**src/rtl/mips_pkg.sv**
```systemverilog
// Shared types and constants for the MIPS core front end.
package mips_pkg;
  localparam logic [31:0] NOP_INSTR = 32'h0000_0000;  // sll $0,$0,0
  localparam logic [31:0] RESET_PC  = 32'h0000_0000;
  localparam logic [31:0] PC_STEP   = 32'd4;

  typedef struct packed {
    logic        valid;
    logic [31:0] instr;
    logic [31:0] pc;
    logic [31:0] pc_plus4;
  } ifid_t;
endpackage

```
**src/rtl/if_pc_gen.sv**
```systemverilog
// Program counter register: sequential increment, EX redirect, or hold.
module if_pc_gen
  import mips_pkg::PC_STEP;
#(
  parameter logic [31:0] RESET_PC = 32'h0000_0000
) (
  input  logic        clk,
  input  logic        rst,
  input  logic        stall,
  input  logic        flush,
  input  logic        redirect_valid,
  input  logic [31:0] redirect_pc,
  output logic [31:0] pc_q
);
  logic [31:0] pc_d;

  // A flush keeps pc_q so the squashed fetch is reissued from the same point.
  always_comb begin
    pc_d = pc_q + PC_STEP;
    if (redirect_valid)      pc_d = redirect_pc & 32'hFFFF_FFFC;
    else if (flush || stall) pc_d = pc_q;
  end

  always_ff @(posedge clk or posedge rst) begin
    if (rst) pc_q <= RESET_PC;
    else     pc_q <= pc_d;
  end
endmodule

```
**src/rtl/if_fetch_stage.sv**
```systemverilog
// Instruction fetch stage: PC, in-flight fetch tracking, imem address mux, IF/ID register.
// Optional IF_PERF_CNT_EN adds fetch/bubble performance counters.
module if_fetch_stage
  import mips_pkg::ifid_t, mips_pkg::PC_STEP;
#(
  parameter logic [31:0] RESET_PC  = mips_pkg::RESET_PC,
  parameter logic [31:0] NOP_INSTR = mips_pkg::NOP_INSTR
) (
  input  logic        clk,
  input  logic        rst,
  input  logic        stall,
  input  logic        flush,
  input  logic        redirect_valid,
  input  logic [31:0] redirect_pc,
  output logic [31:0] imem_addr,
  input  logic [31:0] imem_data,
  output logic        ifid_valid,
  output logic [31:0] ifid_instr,
  output logic [31:0] ifid_pc,
  output logic [31:0] ifid_pc_plus4
`ifdef IF_PERF_CNT_EN
  ,
  output logic [31:0] perf_fetch_cnt,
  output logic [31:0] perf_bubble_cnt
`endif
);
  logic [31:0] pc_q;
  logic [31:0] req_pc;
  logic        req_valid;
  ifid_t       ifid_q;

  if_pc_gen #(.RESET_PC(RESET_PC)) u_pc_gen (
    .clk           (clk),
    .rst           (rst),
    .stall         (stall),
    .flush         (flush),
    .redirect_valid(redirect_valid),
    .redirect_pc   (redirect_pc),
    .pc_q          (pc_q)
  );

  // While stalled the memory re-reads the in-flight address so its data is still valid after.
  assign imem_addr = stall ? req_pc : pc_q;

  always_ff @(posedge clk or posedge rst) begin
    if (rst) begin
      req_pc    <= '0;
      req_valid <= 1'b0;
      ifid_q    <= '{valid: 1'b0, instr: NOP_INSTR, pc: 32'h0, pc_plus4: PC_STEP};
    end else if (redirect_valid || flush) begin
      req_valid    <= 1'b0;
      ifid_q.valid <= 1'b0;
      ifid_q.instr <= NOP_INSTR;
    end else if (!stall) begin
      ifid_q    <= '{valid: req_valid, instr: req_valid ? imem_data : NOP_INSTR,
                     pc: req_pc, pc_plus4: req_pc + PC_STEP};
      req_pc    <= pc_q;
      req_valid <= 1'b1;
    end
  end

  assign ifid_valid    = ifid_q.valid;
  assign ifid_instr    = ifid_q.instr;
  assign ifid_pc       = ifid_q.pc;
  assign ifid_pc_plus4 = ifid_q.pc_plus4;

`ifdef IF_PERF_CNT_EN
  logic fetch_evt, bubble_evt;
  assign fetch_evt  = !redirect_valid && !flush && !stall && req_valid;
  assign bubble_evt = redirect_valid || flush || (!stall && !req_valid);

  always_ff @(posedge clk or posedge rst) begin
    if (rst) begin
      perf_fetch_cnt  <= '0;
      perf_bubble_cnt <= '0;
    end else begin
      if (fetch_evt)  perf_fetch_cnt  <= perf_fetch_cnt + 32'd1;
      if (bubble_evt) perf_bubble_cnt <= perf_bubble_cnt + 32'd1;
    end
  end
`else
  // Counters are absent in this build.
`endif
endmodule
```
**config.mk**
```make
export PLATFORM = sky130hd
export DESIGN_NAME = if_fetch_stage
export DESIGN_NICKNAME = d
export VERILOG_FILES = /design/src/rtl/mips_pkg.sv /design/src/rtl/if_pc_gen.sv /design/src/rtl/if_fetch_stage.sv
export SDC_FILE = /design/constraint.sdc
export NUM_CORES = 1
export LEC_CHECK = 0
export ABC_AREA = 1
export CAP_MARGIN = 20
export CELL_PAD_IN_SITES_DETAIL_PLACEMENT = 2
export CELL_PAD_IN_SITES_GLOBAL_PLACEMENT = 2
export CORE_UTILIZATION = 25
export DETAILED_ROUTE_END_ITERATION = 7
export GPL_ROUTABILITY_DRIVEN = 1
export GPL_TIMING_DRIVEN = 1
export HOLD_SLACK_MARGIN = 0.05
export PLACE_DENSITY_LB_ADDON = 0.1
export RECOVER_POWER = 25
export SLEW_MARGIN = 40
export SYNTH_ARGS = -nofsm -noshare
export SYNTH_HDL_FRONTEND = slang
export SYNTH_SLANG_ARGS = --single-unit
```
**constraint.sdc**
```tcl
create_clock -name clk -period 5.6 [get_ports clk]
set_clock_uncertainty 0.05 [all_clocks]
set_input_delay 1.12 -clock clk [delete_from_list [all_inputs] [get_ports clk]]
set_output_delay 1.12 -clock clk [all_outputs]
set_load 0.1 [all_outputs]
```
==> out/metrics.cfg <==
[run_status]
status=finished, violations left
violations=capacitance limit, slew limit

[worst_setup_path]
path_class=input port to async pin
reg2reg_depth=10
worst-path-stages=2
worstPathMaxFanout=75
end_kind=async pin
worst_r2r_startpoint=req_pc[2]
cpMaxStageDelayCell=inv_1
regToRegSetupSlack_ns=3.61
cp.arrival_ns=3.91
crit_chain=dlygate4sd3_1, inv_1
crit_path_start_kind=input port
regToRegEndpoint=ifid_pc_plus4[30]
crit_buf_inv=2
cp_slowest_stage_delay_ns=2.17
cp_top_family=buffers and inverters
worstPathRequired_ns=5.41

[synth]
synth-async-reset-ratio=1.00
synth_fp_nets=1130
yosysTopAreaCell=dfrtp_1
ys_top_cells_by_count=nand2_1, dfrtp_1, nand3_1, o21ai_0, inv_1
syn_inst=1059
syn_area_per_cell_um2=7.59
yosysMostFrequentCell=nand2_1
yosysTopAreaCellShare=0.489
syn-cell-area_mm2=0.00804
synthDistinctLibCells=40
yosysWarnings=0
yosysSeqAreaShare=0.492
ys_top_cells_by_area=dfrtp_1, nand2_1, nand3_1
synth_ff_type=dfrtp_1
synth-edff-count=0
ys_seq_elements=158

[clock_network]
clock_sinks=158
cts_hold_buf=0
clk_path_buf_depth=2
clock_latency_ns=0.44
post_cts_buffers=0
postCtsResizedCells=0
numCtsBuffers=17
cts_tree=yes
root_buffer=clkbuf_16
path_clk_slew_ns=0.06
h-tree-depth=4

[grt]
grt_max_degree=87
grt_pass1_wl_um=47900
first_global_vias=8303
antenna_found_initial=0
overflow=0
grt_usage=0.190

[route]
dr.pass1.iters=4
drt_iter0_drc=346
wl_per_cell_um=18.3
wl_um=30100
drcViolationCount=0
ant_nets=0
num_vias=7671
viasPerCell=4.67

[timing]
worst_pin_slew_ns=3.12
timing_hold_violations_final=0
fin_hold_ws_ns=0.427
slew_violations=75
fmax_ghz=0.244
min_period_over_period=0.732
fin_crit_ns=4.10
relSlewSlack=-1.08
rsz0062_at_grt=false
setup_viol=0
fin_tns_setup_ns=0

[floorplan]
die_w_um=181
row_count=65
initial_core_util=0.255
core_mm2=0.0316
die_h_um=181
io_pins=198
die_area_mm2=0.0329

[min_path]
min-delay-start=ifid_pc[23]
holdPathEnd=ifid_pc[23]
holdPathStages=2
hp-class=flip-flop to flip-flop

[pwr]
leakage_nw=5.17
ir_drop_mv=0.204
power_density_mw_per_mm2=411

[placed_design]
dpl.cell_count=1611
portBuffers=195
hpwlAfterDp_um=21900
gp_congestion=0.786

[layout]
instances_no_fill=1643
final.fill_count=3691
diodes=0
final_nets=1299
drive_above_1_share=0.160
area_growth_pct=28.1

[job]
max-cap-violations=1

-- kinds of logic (layout without fill, tap and decap cells) --
logic type                 Yosys count  after routing  synth area share
AOI/OAI and AO/OA                  116            116            0.0793
xor gates and xnor gates            10             10            0.0109
adders and majority gates            2              2           0.00311
buffers and inverters              132            314            0.0722
DFF                                158            158             0.492
and+or+nand+nor                    641            641             0.342
-- per-layer routing --
layer | wire (µm) | part of all wire | GRT usage | vias to the layer above
met3 | 878 | 0.029 | 0.0331 | 9
met5 | 0 | 0 | 0 | -
met1 | 14300 | 0.48 | 0.250 | 3803
met2 | 14700 | 0.49 | 0.322 | 119
met4 | 196 | 0.0065 | 0.0420 | 0
li1 | - | - | - | 3740
-- cell type report --
cell class	instances	area, µm²	area share
well taps	402	503	0.0489
flip-flops and latches	158	3960	0.384
repair buffers	203	1470	0.143
clock inverters	10	118	0.0114
inverters	79	298	0.0289
clock buffers	22	444	0.0432
multi-input cells	769	3500	0.341
-- through the flow --
step	util	total power [mW]	worst slack, ns	area (µm²)
after floorplan	-	2.71	0.168	8040
after global placement	0.324	3.18	1.70	10200
after detailed placement	0.308	3.10	1.73	9730
after CTS	0.326	4.30	1.72	10300
after global routing	0.326	4.43	0.907	10300
final	0.326	4.23	1.50	10300
-- power by group --
part	total [mW]	internal (mW)	switching, mW
combinational	1.60	0.278	1.32
clock	1.17	0.656	0.515
sequential	1.47	1.30	0.166
total	4.23	2.24	2.00
-- worst max path at each step --
stage	start	to	slack (ns)
global route	rst	u_pc_gen.pc_q[8]	0.91
floorplan	rst	ifid_instr[0]	0.17
detailed placement	stall	imem_addr[22]	1.73
finish	rst	u_pc_gen.pc_q[8]	1.50
global placement	stall	imem_addr[22]	1.70
CTS	stall	imem_addr[22]	1.72
-- flip-flops by register name, indices dropped and copies added (netlist names) --
| name | count |
|---|---|
| ifid_valid | 1 |
| req_valid | 1 |
| ifid_pc | 32 |
| ifid_pc_plus4 | 30 |
| ifid_instr | 32 |
| u_pc_gen.pc_q | 30 |
| req_pc | 32 |
-- placed cells by master, fill, tap and decap left out, types with 4 or more instances in the layout --
cell type          n
a21oi_1           11
nand2_1          390
o21bai_1           4
nor2_4             9
buf_4             38
o211ai_1           6
nand4_1           10
nor2_2             8
dfrtp_1          156
xor2_1             8
nor3_1             8
inv_2              5
nor2_1            69
nand3_1          136
inv_1             72
o21ai_0           75
clkbuf_16         17
buf_2             98
clkinvlp_4         4
clkdlybuf4s50_1   63
o21ai_1            8
clkbuf_1           5
Note: power is estimated with default switching activity, not from simulation.
